==> src/rtl/mips_pkg.sv <==
// -----------------------------------------------------------------------------
// mips_pkg
//
// Shared definitions for the MEM-stage data-memory access controller.
//
// Contents:
//   mem_state_t         - access FSM state encoding (IDLE, WAIT, ERR)
//   DEF_TIMEOUT_CYCLES  - default WAIT budget before an access is abandoned
//   DEF_TMO_W           - default width of the wait counter
//   word_addr()         - forces a byte address onto its word boundary
// -----------------------------------------------------------------------------
package mips_pkg;

    typedef enum logic [1:0] {
        IDLE = 2'd0,
        WAIT = 2'd1,
        ERR  = 2'd2
    } mem_state_t;

    localparam int DEF_TIMEOUT_CYCLES = 64;
    localparam int DEF_TMO_W          = 8;

    // Data memory is word addressed on the bus; the two low byte-offset bits
    // are always presented as zero.
    function automatic logic [31:0] word_addr(input logic [31:0] byte_addr);
        return {byte_addr[31:2], 2'b00};
    endfunction

endpackage : mips_pkg

==> src/rtl/dmem_wait_timer.sv <==
// -----------------------------------------------------------------------------
// dmem_wait_timer
//
// Wait-cycle counter for an outstanding data-memory access. The counter is
// cleared when the controller enters WAIT and advances on every WAIT cycle.
// expired_o is raised during the WAIT cycle in which the counter steps onto
// TIMEOUT_CYCLES-1, i.e. the last cycle the controller is allowed to keep
// waiting. Together with the stalled request cycle in IDLE, the controller
// therefore stalls for exactly TIMEOUT_CYCLES cycles before giving up.
//
// Parameters:
//   TMO_W           - counter width; must hold TIMEOUT_CYCLES
//   TIMEOUT_CYCLES  - wait budget (>= 2)
//
// Ports:
//   clk        in   clock, rising edge
//   rst        in   asynchronous, active-low reset
//   clr_i      in   clear counter to zero (takes priority over inc_i)
//   inc_i      in   advance counter by one
//   expired_o  out  counter is at its limit in an advancing cycle
// -----------------------------------------------------------------------------
module dmem_wait_timer #(
    parameter int TMO_W          = 8,
    parameter int TIMEOUT_CYCLES = 64
) (
    input  logic clk,
    input  logic rst,
    input  logic clr_i,
    input  logic inc_i,
    output logic expired_o
);

    // The count value held during the final permitted WAIT cycle; its
    // increment would land on TIMEOUT_CYCLES-1.
    localparam logic [TMO_W-1:0] LAST_CNT = TMO_W'(TIMEOUT_CYCLES - 2);

    logic [TMO_W-1:0] cnt_q;
    logic [TMO_W-1:0] cnt_d;

    always_comb begin
        cnt_d = cnt_q;
        if (clr_i) begin
            cnt_d = '0;
        end else if (inc_i) begin
            cnt_d = cnt_q + TMO_W'(1);
        end
    end

    always_ff @(posedge clk or negedge rst) begin
        if (!rst) begin
            cnt_q <= '0;
        end else begin
            cnt_q <= cnt_d;
        end
    end

    assign expired_o = inc_i & (cnt_q == LAST_CNT);

endmodule : dmem_wait_timer

==> src/rtl/mem_access_stage.sv <==
// -----------------------------------------------------------------------------
// mem_access_stage
//
// MEM-stage data-memory access controller between the EX/MEM and MEM/WB
// registers. Issues load/store requests, stalls the front of the pipeline
// while an access is outstanding, and presents the load data plus the
// pass-through write-back controls to MEM/WB. MEM/WB has no enable, so every
// cycle in which the access is not complete is turned into a bubble by
// forcing RegWrite_out low.
//
// Handshake: dmem_req is the request valid and dmem_ready the completion.
// An access completes in the cycle where both are high; the request fields
// (dmem_addr, dmem_we, dmem_wdata) stay stable until then because stall_M
// freezes EX/MEM. A dmem_ready seen while dmem_req is low is ignored.
//
// Parameters:
//   TIMEOUT_CYCLES  - stalled cycles before an access is abandoned (>= 2)
//   TMO_W           - wait counter width; must hold TIMEOUT_CYCLES
//
// Optional feature (macro MEM_ALIGN_CHECK_EN):
//   defined     - a misaligned access issues no request, pulses misalign_M
//                 and retires as a bubble without stalling
//   undefined   - misalign_M is absent and the low address bits are dropped
//
// Ports:
//   clk, rst                    clock / asynchronous active-low reset
//   ALUResult_M, WriteData_M    byte address (or result) and store data
//   MemRead_M, MemWrite_M       access type (both high is treated as a read)
//   writereg_M, RegWrite_M,
//   MemtoReg_M                  write-back controls from EX/MEM
//   dmem_req, dmem_we,
//   dmem_addr, dmem_wdata       request to data memory
//   dmem_ready, dmem_rdata      completion and load data from data memory
//   ReadData_M, ALUResult_out,
//   writereg_out, RegWrite_out,
//   MemtoReg_out                to MEM/WB
//   stall_M                     freeze PC, IF/ID, ID/EX, EX/MEM
//   bus_err_M                   one-cycle timeout pulse
//   state_dbg_o                 current access FSM state
//   misalign_M                  misaligned-access pulse (MEM_ALIGN_CHECK_EN)
// -----------------------------------------------------------------------------
module mem_access_stage
    import mips_pkg::*;
#(
    parameter int TIMEOUT_CYCLES = DEF_TIMEOUT_CYCLES,
    parameter int TMO_W          = DEF_TMO_W
) (
    input  logic        clk,
    input  logic        rst,

    input  logic [31:0] ALUResult_M,
    input  logic [31:0] WriteData_M,
    input  logic        MemRead_M,
    input  logic        MemWrite_M,
    input  logic [4:0]  writereg_M,
    input  logic        RegWrite_M,
    input  logic        MemtoReg_M,

    output logic        dmem_req,
    output logic        dmem_we,
    output logic [31:0] dmem_addr,
    output logic [31:0] dmem_wdata,
    input  logic        dmem_ready,
    input  logic [31:0] dmem_rdata,

    output logic [31:0] ReadData_M,
    output logic [31:0] ALUResult_out,
    output logic [4:0]  writereg_out,
    output logic        RegWrite_out,
    output logic        MemtoReg_out,

    output logic        stall_M,
    output logic        bus_err_M,
    output mem_state_t  state_dbg_o
`ifdef MEM_ALIGN_CHECK_EN
    ,
    output logic        misalign_M
`endif
);

    mem_state_t  state_q;
    mem_state_t  state_d;
    logic [31:0] rdata_q;
    logic [31:0] rdata_d;

    logic        access;
    logic        misaligned;
    logic        req_int;
    logic        stall_int;
    logic        err_int;
    logic        misalign_int;
    logic        timer_clr;
    logic        timer_inc;
    logic        timer_expired;
    logic        ready_eff;

    assign access = MemRead_M | MemWrite_M;

`ifdef MEM_ALIGN_CHECK_EN
    assign misaligned = access & (ALUResult_M[1:0] != 2'b00);
`else
    assign misaligned = 1'b0;
`endif

    // ---------------------------------------------------------------------
    // Wait counter
    // ---------------------------------------------------------------------
    dmem_wait_timer #(
        .TMO_W          (TMO_W),
        .TIMEOUT_CYCLES (TIMEOUT_CYCLES)
    ) u_timer (
        .clk       (clk),
        .rst       (rst),
        .clr_i     (timer_clr),
        .inc_i     (timer_inc),
        .expired_o (timer_expired)
    );

    // ---------------------------------------------------------------------
    // Access FSM: next state and per-state outputs
    // ---------------------------------------------------------------------
    always_comb begin
        state_d      = state_q;
        req_int      = 1'b0;
        stall_int    = 1'b0;
        err_int      = 1'b0;
        misalign_int = 1'b0;
        timer_clr    = 1'b0;
        timer_inc    = 1'b0;

        case (state_q)
            IDLE: begin
                misalign_int = misaligned;
                req_int      = access & ~misaligned;
                // Zero-wait accesses complete here without leaving IDLE.
                if (req_int && !dmem_ready) begin
                    stall_int = 1'b1;
                    timer_clr = 1'b1;
                    state_d   = WAIT;
                end
            end

            WAIT: begin
                req_int   = 1'b1;
                timer_inc = 1'b1;
                stall_int = access & ~dmem_ready;
                // A ready arriving in the limit cycle still completes.
                if (dmem_ready) begin
                    state_d = IDLE;
                end else if (timer_expired) begin
                    state_d = ERR;
                end
            end

            ERR: begin
                // Release the pipeline; the faulting instruction retires
                // as a bubble.
                err_int = 1'b1;
                state_d = IDLE;
            end

            default: begin
                state_d = IDLE;
            end
        endcase
    end

    always_ff @(posedge clk or negedge rst) begin
        if (!rst) begin
            state_q <= IDLE;
        end else begin
            state_q <= state_d;
        end
    end

    // While reset is asserted the abandoned request and any stall are
    // withdrawn at once, independent of what EX/MEM still presents.
    assign dmem_req  = req_int & rst;
    assign stall_M   = stall_int & rst;
    assign bus_err_M = err_int;

    // ---------------------------------------------------------------------
    // Request fields
    // ---------------------------------------------------------------------
    assign dmem_we    = MemWrite_M & ~MemRead_M;
    assign dmem_addr  = word_addr(ALUResult_M);
    assign dmem_wdata = WriteData_M;

    // ---------------------------------------------------------------------
    // Load data: live word on completion, last captured word otherwise
    // ---------------------------------------------------------------------
    assign ready_eff = dmem_ready & dmem_req;

    always_comb begin
        rdata_d = rdata_q;
        if (ready_eff) begin
            rdata_d = dmem_rdata;
        end
    end

    always_ff @(posedge clk or negedge rst) begin
        if (!rst) begin
            rdata_q <= '0;
        end else begin
            rdata_q <= rdata_d;
        end
    end

    assign ReadData_M = ready_eff ? dmem_rdata : rdata_q;

    // ---------------------------------------------------------------------
    // MEM/WB pass-through; bubble whenever the instruction cannot retire
    // ---------------------------------------------------------------------
    assign ALUResult_out = ALUResult_M;
    assign writereg_out  = writereg_M;
    assign MemtoReg_out  = MemtoReg_M;
    assign RegWrite_out  = RegWrite_M & ~stall_M & ~err_int & ~misalign_int;

`ifdef MEM_ALIGN_CHECK_EN
    assign misalign_M = misalign_int;
`endif

    assign state_dbg_o = state_q;

endmodule : mem_access_stage

==> config.mk <==
export PLATFORM = sky130hd
export DESIGN_NAME = mem_access_stage
export DESIGN_NICKNAME = d
export VERILOG_FILES = /design/src/rtl/mips_pkg.sv /design/src/rtl/dmem_wait_timer.sv /design/src/rtl/mem_access_stage.sv
export SDC_FILE = /design/constraint.sdc
export NUM_CORES = 1
export LEC_CHECK = 0
export ABC_CLOCK_PERIOD_IN_PS = 2000
export CAP_MARGIN = 20
export CORE_ASPECT_RATIO = 0.75
export CORE_MARGIN = 5
export CORE_UTILIZATION = 30
export CTS_CLUSTER_SIZE = 28
export DETAILED_ROUTE_END_ITERATION = 8
export GPL_ROUTABILITY_DRIVEN = 1
export PLACE_DENSITY = 0.82
export SETUP_SLACK_MARGIN = 0.4
export SLEW_MARGIN = 20
export SYNTH_ARGS = -nofsm -noshare
export SYNTH_HDL_FRONTEND = slang
export SYNTH_SLANG_ARGS = --single-unit
==> constraint.sdc <==
create_clock -name clk -period 2 [get_ports clk]
set_input_delay 0.4 -clock clk [delete_from_list [all_inputs] [get_ports clk]]
set_output_delay 0.4 -clock clk [all_outputs]
set_load 0.01 [all_outputs]
==> run_results.csv, run 1 <==
group,metric,value,unit
outcome,status,"complete, but fails checks",
outcome,violations,"setup timing",
setup_path,cp_slowest_stage_delay,0.39,ns
clock_network,cts_tree,"done",
clock_network,clk_latency,0.28,ns
logic_synthesis,synth_top_area_cell,"dfrtp_1",
logic_synthesis,synth_compound_area_share,3.84,%
logic_synthesis,avgSynthCellArea,11.3,sq um
logic_synthesis,syn-instance-count,225,
setup_path,r2r_setup_slack,0.15,ns
sta,maxSlewViolCount,0,
sta,min_period_over_period,116,%
global_routing,antenna_found_initial,0,
die,core_area,8350,sq um
die,row_count,29,
setup_path,path_max_fanout,4,
setup_path,cp_top_family,"buffers and inverters",
sta,fin_crit,2.32,ns
logic_synthesis,synth-adder-area-share,0.985,%
routing,avgRoutedWirePerCell,16.2,um
logic_synthesis,synth_most_common_cell,"buf_4",
logic_synthesis,synth.top_cell.area_share,41.4,%
setup_path,endpoint_kind,"output pin",
power_and_ir_drop,powerDensity,816,nW/um^2
worst_hold_path,hold_class,"in2async",
sta,skew,0.00405,ns
die,initial_core_util,30.4,%
power_and_ir_drop,finalPower,0.00287,W
die,die-area,10400,sq um
global_routing,overflow,0,
clock_network,clk_root_buffer_cell,"clkbuf_16",
sta,setup_slack,-0.320,ns
cells_and_area,syn2layout_area_growth,38.6,%
die,die_y,89.7,um
setup_path,rr_worst_depth,9,
setup_path,reg2reg_from,"state_dbg_o[1]",
logic_synthesis,yosysUniqueCellTypes,30,
clock_network,clk_path_buf_depth,2,
logic_synthesis,yosys.area_share.simple,5.66,%
placed_design,numPortBuffers,76,
clock_network,clock_sinks,42,
logic_synthesis,synthMuxAreaShare,15.4,%
setup_path,startpoint_type,"flip-flop",
die,ios,249,
logic_synthesis,ys_warn_count,0,
cells_and_area,antenna_cells,0,
logic_synthesis,synth_xor_area_share,0.689,%
cells_and_area,nets,364,
logic_synthesis,synth-async-reset-ratio,100,%
clock_network,cts.htree.levels,2,
global_routing,grt_max_degree,43,
routing,drtIter0Drc,49,
sta,slew_headroom,63.7,%
clock_network,cts_buffers,5,
routing,drtPass1Iterations,3,
global_routing,grt_usage,10.7,%
setup_path,slowest_stage,"dfrtp_2",
logic_synthesis,netlist_top_cells_area,"dfrtp_1 (41%), buf_4 (30%), mux2_2 (14%)",
setup_path,required,1.60,ns
setup_path,critPathKind,"reg2out",
sta,fmax,431,MHz
routing,ant_nets,0,
placed_design,dp_hpwl,3.85,mm
logic_synthesis,syn_area,2540,sq um
setup_path,crit_arrival,1.92,ns
routing,via_per_inst,4.33,
sta,tightest_slew,0.544,ns
logic_synthesis,synthTopCellsByCount,"buf_4 (102), dfrtp_1 (42), mux2_2 (32), nand3_1 (4)",
die,die_x,116,um
logic_synthesis,synth-edff-count,0,
setup_path,crit_chain,"nand2b_4 -> nor3b_4 -> buf_6 -> buf_12 -> buf_12 -> buf_16 -> mux2_4 -> buf_6",
logic_synthesis,synth_top_family_by_area,"buffers and inverters",
routing,drc,0,
power_and_ir_drop,p_leak,1.63,nW
setup_path,r2r_end,"rdata_q[28]",
sta,rsz0062_at_grt,"yes",
cells_and_area,finalCoreUtilization,42.2,%
sta,setup_viol,32,
routing,vias,1571,
flow_run,maxCapViolations,0,
routing,routed_wl,5.88,mm
logic_synthesis,synthFlopType,"dfrtp_1",
logic_synthesis,ys_ff_latch,42,
placed_design,place_congestion,0.770,
power_and_ir_drop,ir_drop,358,uV
setup_path,timing.critical_path.buf_inv,5,
sta,finalHoldViolations,0,
global_routing,first_global_vias,1712,
cells_and_area,drive_gt1_share,58.0,%
global_routing,grt_first_pass_wirelength,8.87,mm
clock_network,clkTransAtPathRegs,0.06,ns
logic_synthesis,ys_seq_area_share,41.4,%
## layer usage
layer	share of wire (%)	track usage, %	vias up
li1	-	-	709
met1	39	12.8	750
met2	47	16.3	92
met3	12	5.03	20
met4	2.2	4.73	0
met5	0	0	-
## stage by stage
stage               setup TNS [ns]  cells  instance area, sq um  hold WS [ns]  worst slack, ns
global route                -10.06    363                  3520         0.314           -0.406
floorplan                        0    226                  2670         0.104            0.144
detailed placement          -24.64    325                  2930         0.466           -0.739
CTS                          -7.97    357                  3420         0.268           -0.333
global placement            -22.85    325                  2930         0.465           -0.697
finish                       -7.16    363                  3520         0.253           -0.320
## what timing repair did
action                                  CTS  global route
pin swaps                                 4             3
gates cloned                              3             0
endpoints found under the setup margin   71            61
gates resized for setup                 218            16
buffers inserted                         21             6
hold buffers                              0             0
## flip-flops by register name (all words and copies together) (netlist names)
| name | flops |
|---|---|
| u_timer.cnt_q | 8 |
| rdata_q | 32 |
| state_dbg_o | 2 |
## how the worst max path moves through the flow
stage,slack [ns],endpoint,from,depth (start not counted)
detailed placement,-0.74,ReadData_M[0],MemWrite_M,6
finish,-0.32,ReadData_M[3],state_dbg_o[1],8
global placement,-0.70,ReadData_M[0],MemRead_M,6
global route,-0.41,ReadData_M[3],state_dbg_o[1],8
CTS,-0.33,ReadData_M[6],state_dbg_o[1],8
floorplan,0.14,ReadData_M[10],state_dbg_o[1],4
## placed cells by master (no fill, tap or decap), types with 2 or more instances in the layout
master	synthesis	final
a22o_1	2	2
buf_12	0	4
nand2b_4	0	2
inv_1	3	2
nor3_4	0	3
ha_1	2	2
buf_6	3	43
buf_4	102	20
clkbuf_16	0	5
nand2_1	2	2
mux2i_1	2	2
buf_2	0	19
nand3_1	4	4
mux2_4	0	32
xnor2_1	2	2
nor2_4	0	3
clkdlybuf4s50_1	0	33
buf_16	0	3
dfrtp_1	42	41
conb_1	1	2
o21ba_2	2	2
## where the power goes
group / internal [W] / switching, W / total [W]
Clock: 0.000589 / 0.000315 / 0.000904
Sequential: 0.000985 / 0.0000639 / 0.00105
Combinational: 0.000592 / 0.000330 / 0.000922
Total: 0.00217 / 0.000708 / 0.00287
## final cells by class
class	count	area, sq um
clock inverters	2	37.5
well taps	108	135
clock buffers	6	129
repair buffers	126	1260
fillers	760	4820
multi-input cells	76	900
flip-flops and latches	42	1050
inverters	3	11.3
## logic make-up (layout without fill, tap and decap cells)
| family | count (synthesis) | count (layout) |
|---|---|---|
| AO/OA/AOI/OAI | 12 | 12 |
| adder cells (fa/ha/maj) | 2 | 2 |
| XOR/XNOR | 2 | 2 |
| multiplexers | 35 | 35 |
| buffers and inverters | 108 | 137 |
| flip-flops | 42 | 42 |
| AND/OR/NAND/NOR | 23 | 23 |
| other | 1 | 2 |
Power figures use the tool's default switching activity.
==> run 2: changes to the inputs <==
Settings changed: CORE_MARGIN 5 to 2.
==> run_results.csv, run 2 (same netlist as run 1, synthesis figures left out) <==
group,metric,value,unit
clock_network,cts.htree.levels,2,
die,die-area,9230,sq um
setup_path,endpoint_kind,"output pin",
clock_network,cts_tree,"done",
cells_and_area,nets,361,
clock_network,cts_buffers,5,
routing,drc,0,
routing,routed_wl,5.86,mm
clock_network,clk_path_buf_depth,2,
die,initial_core_util,30.4,%
outcome,violations,"setup timing",
clock_network,clock_sinks,42,
sta,fmax,440,MHz
setup_path,cpMostUsedCell,"buf_6",
setup_path,critPathKind,"reg2out",
sta,setup_slack,-0.275,ns
cells_and_area,finalCoreUtilization,42.0,%
cells_and_area,ff_latch_area,1050,sq um
sta,tns,-7.56,ns
cells_and_area,largest_reg_flops,32,
setup_path,cp_slowest_stage_delay,0.40,ns
setup_path,slowest_stage,"dfrtp_2",
setup_path,startpoint_type,"flip-flop",
cells_and_area,syn2layout_area_growth,37.8,%
sta,skew,0.00362,ns
clock_network,clk_latency,0.27,ns
clock_network,cts_hold_buf,0,
clock_network,clkTransAtPathRegs,0.06,ns
power_and_ir_drop,p_leak,1.61,nW
sta,rsz0062_at_grt,"yes",
die,ios,249,
setup_path,timing.critical_path.buf_inv,4,
placed_design,place_congestion,0.803,
routing,avgRoutedWirePerCell,16.3,um
flow_run,maxCapViolations,0,
sta,fin_crit,2.27,ns
die,row_count,29,
placed_design,numPortBuffers,76,
routing,drtPass1Iterations,4,
sta,finalHoldViolations,0,
die,core_area,8350,sq um
sta,tightest_slew,0.538,ns
routing,via_per_inst,4.37,
global_routing,grt_max_degree,43,
cells_and_area,top_register,"rdata_q",
clock_network,clk_root_buffer_cell,"clkbuf_16",
placed_design,dp_hpwl,3.51,mm
routing,ant_nets,0,
global_routing,antenna_found_initial,0,
outcome,status,"complete, but fails checks",
worst_hold_path,hold_class,"in2async",
routing,vias,1573,
power_and_ir_drop,ir_drop,349,uV
sta,slew_headroom,64.1,%
sta,maxSlewViolCount,0,
setup_path,required,1.60,ns
cells_and_area,layout.cells.most_common,"buf_6",
cells_and_area,multiInputGateArea,868,sq um
sta,setup_viol,32,
die,die_x,110,um
setup_path,crit_chain,"nand2b_4 -> nor3b_4 -> buf_6 -> buf_16 -> buf_12 -> mux2_4 -> buf_6",
global_routing,grt_first_pass_wirelength,8.58,mm
global_routing,first_global_vias,1673,
power_and_ir_drop,powerDensity,804,nW/um^2
cells_and_area,antenna_cells,0,
sta,min_period_over_period,114,%
setup_path,cp_top_family,"buffers and inverters",
setup_path,path_max_fanout,6,
cells_and_area,layout_common_cells,"buf_6 (56), dfrtp_1 (41), clkdlybuf4s50_1 (33)",
cells_and_area,drive_gt1_share,55.2,%
die,die_y,83.7,um
global_routing,overflow,0,
cells_and_area,fillers,737,
routing,drtIter0Drc,77,
setup_path,crit_arrival,1.87,ns
global_routing,grt_usage,12.2,%
[run 2: power breakdown]
part           switching [W]  leakage (nW)  internal (W)
clock network       0.000308        0.0708      0.000462
registers          0.0000662         0.508      0.000985
logic               0.000350          1.03      0.000646
[run 2: final timing paths]
| kind | slack (ns) | end | depth (start not counted) | start |
|---|---|---|---|---|
| setup reg to reg | 0.19 | rdata_q[28] | 8 | state_dbg_o[1] |
| hold reg to reg | 0.48 | u_timer.cnt_q[7] | 1 | u_timer.cnt_q[7] |
| hold / removal | 0.28 | rdata_q[26] | 2 | rst |
| max in group asynchronous | 1.33 | state_dbg_o[1] | 2 | rst |
| setup / recovery | -0.27 | ReadData_M[23] | 7 | state_dbg_o[1] |
| min in group clk | 0.48 | u_timer.cnt_q[7] | 1 | u_timer.cnt_q[7] |
[run 2: final cells by class]
type	instances	area share (%)
clock buffers	6	3.68
well taps	108	3.86
clock inverters	2	0.393
flip-flops and latches	42	30.0
inverters	3	0.393
repair buffers	123	36.8
multi-input cells	76	24.8
[run 2: metrics by stage]
stage	area, sq um	std cells	hold slack, ns	total power, W	setup WS, ns
3_5_place_dp	2860	317	0.470	0.00181	-0.850
3_3_place_gp	2860	317	0.462	0.00178	-0.764
6_report	3500	360	0.277	0.00282	-0.275
2_1_floorplan	2670	226	0.104	0.00161	0.144
5_1_grt	3500	360	0.323	0.00297	-0.353
4_1_cts	3360	349	0.298	0.00278	-0.271
[run 2: metal layers]
layer  global-route usage [%]  vias up  share of wire [%]
met3                     4.92       22                8.9
met4                     5.68        0                2.2
met5                        0        -                  0
li1                         -      699                  -
met1                     14.3      764                 41
met2                     19.5       88                 48
[run 2: what timing repair did]
action	4_1_cts	5_1_grt
resized for setup	209	20
setup endpoints to repair	71	64
gates cloned	2	0
pin swaps	2	4
setup buffers	22	11
==> run 3: changes to the inputs <==
Settings changed: SETUP_SLACK_MARGIN 0.4 to unset.
==> run_results.csv, run 3 (same netlist as run 1, synthesis figures left out) <==
group,metric,value,unit
global_routing,use_met2,18.2,%
setup_path,rr_worst_depth,6,
routing,routed_wl,5.89,mm
outcome,violations,"setup timing",
clock_network,cts_tree,"done",
sta,maxSlewViolCount,0,
die,die_x,110,um
placed_design,dp_cells,316,
worst_hold_path,hold_class,"in2async",
setup_path,cpMostUsedCell,"buf_12",
sta,fmax,458,MHz
clock_network,clock_sinks,42,
setup_path,cp_slowest_stage_delay,0.38,ns
setup_path,critPathKind,"reg2out",
global_routing,grt_usage,13.5,%
clock_network,clkTransAtPathRegs,0.06,ns
global_routing,grtUsageMet3,8.90,%
sta,setup_slack,-0.184,ns
setup_path,endpoint_kind,"output pin",
routing,ant_nets,0,
clock_network,cts.htree.levels,2,
placed_design,place_congestion,0.725,
die,die-area,9230,sq um
cells_and_area,top_register,"rdata_q",
setup_path,r2r_setup_slack,0.39,ns
clock_network,clk_latency,0.28,ns
power_and_ir_drop,powerDensity,873,nW/um^2
setup_path,path_depth,6,
die,die_y,83.7,um
sta,min_period_over_period,109,%
cells_and_area,fillers,821,
cells_and_area,syn2layout_area_growth,26.4,%
global_routing,first_global_vias,1707,
power_and_ir_drop,p_leak,1.45,nW
setup_path,timing.critical_path.buf_inv,3,
routing,drc,0,
setup_path,r2r_end,"rdata_q[22]",
placed_design,pre_cts_ws,-0.772,ns
clock_network,clk_root_buffer_cell,"clkbuf_16",
sta,slew_headroom,62.6,%
sta,skew,0.00615,ns
sta,fin_crit,2.18,ns
placed_design,dp_hpwl,3.86,mm
setup_path,reg2reg_from,"state_dbg_o[1]",
cells_and_area,ff_latch_area,1050,sq um
placed_design,numPortBuffers,76,
sta,setup_viol,32,
power_and_ir_drop,ir_drop,419,uV
setup_path,path_max_fanout,8,
global_routing,grt_max_degree,43,
cells_and_area,final_cells,333,
die,ios,249,
global_routing,met1_usage,17.2,%
outcome,status,"complete, but fails checks",
global_routing,top_usage_layer,"met2",
setup_path,startpoint_type,"flip-flop",
routing,via_per_inst,4.52,
cells_and_area,largest_reg_flops,32,
setup_path,crit_chain,"nand2b_4 -> nor3b_4 -> buf_12 -> buf_12 -> mux2_4 -> buf_6",
routing,drtPass1Iterations,4,
routing,drtIter0Drc,40,
cells_and_area,drive_gt1_share,44.9,%
setup_path,cp_top_family,"buffers and inverters",
global_routing,antenna_found_initial,0,
clock_network,cts_buffers,5,
cells_and_area,antenna_cells,0,
global_routing,overflow,0,
sta,tightest_slew,0.561,ns
sta,finalHoldViolations,0,
setup_path,crit_arrival,1.78,ns
clock_network,clk_path_buf_depth,2,
setup_path,required,1.60,ns
setup_path,slowest_stage,"dfrtp_1",
cells_and_area,multiInputGateArea,825,sq um
cells_and_area,layout_common_cells,"dfrtp_1 (42), clkdlybuf4s50_1 (37), mux2_4 (32), buf_6 (32), buf_4 (15)",
sta,rsz0062_at_grt,"yes",
die,initial_core_util,30.4,%
die,core_area,8350,sq um
cells_and_area,layout.cells.most_common,"dfrtp_1",
flow_run,maxCapViolations,0,
die,row_count,29,
global_routing,grt_first_pass_wirelength,9.27,mm
routing,vias,1504,
cells_and_area,nets,334,
routing,avgRoutedWirePerCell,17.7,um
[run 3: worst max path at each step]
stage                         from              to  slack, ns
detailed placement       MemRead_M   ReadData_M[0]      -0.77
global route        state_dbg_o[1]  ReadData_M[31]      -0.27
CTS                 state_dbg_o[1]  ReadData_M[28]      -0.29
floorplan           state_dbg_o[1]  ReadData_M[24]       0.06
finish              state_dbg_o[1]  ReadData_M[31]      -0.18
global placement         MemRead_M   ReadData_M[0]      -0.74
[run 3: layer usage]
metal / wire length [um] / vias up / part of all wire [%]
met3: 807 / 13 / 14
met1: 2470 / 718 / 42
met2: 2540 / 132 / 43
li1: - / 641 / -
met4: 71 / 0 / 1.2
met5: 0 / - / 0
[run 3: power by group]
group | leakage [nW] | switching (W) | internal (W)
Combinational | 0.864 | 0.000304 | 0.000531
Clock | 0.0760 | 0.000335 | 0.000588
Sequential | 0.510 | 0.0000614 | 0.000984
[run 3: layout make-up]
cell class	count	area share, %
sequential	42	32.7
clock inverter	3	1.40
tap	108	4.21
multi-input combinational	76	25.7
clock buffer	5	3.90
timing repair buffer	96	31.7
inverter	3	0.351
[run 3: repair_timing]
item	CTS	global route
buffers inserted	5	2
pin swaps	1	1
hold buffers	0	0
cloned	3	0
resized for setup	203	3
endpoints found under the setup margin	36	34
[run 3: per-stage QoR]
stage	TNS (ns)	power [W]	hold WS, ns	cell area (sq um)	utilization, %
after detailed placement	-24.46	0.00172	0.470	2730	32.7
after global routing	-7.96	0.00296	0.340	3210	38.5
after global placement	-23.49	0.00170	0.461	2730	32.7
final	-5.50	0.00280	0.286	3210	38.5
after floorplan	0	0.00154	0.104	2540	-
after CTS	-7.27	0.00284	0.315	3210	38.5
[run 3: worst register-to-register path: stages, from the launching register on]
cell      delay [ns]
dfrtp_1         0.38
nand2b_4        0.16
nor3b_4         0.20
buf_12          0.17
buf_12          0.15
mux2_4          0.33
buf_4           0.13
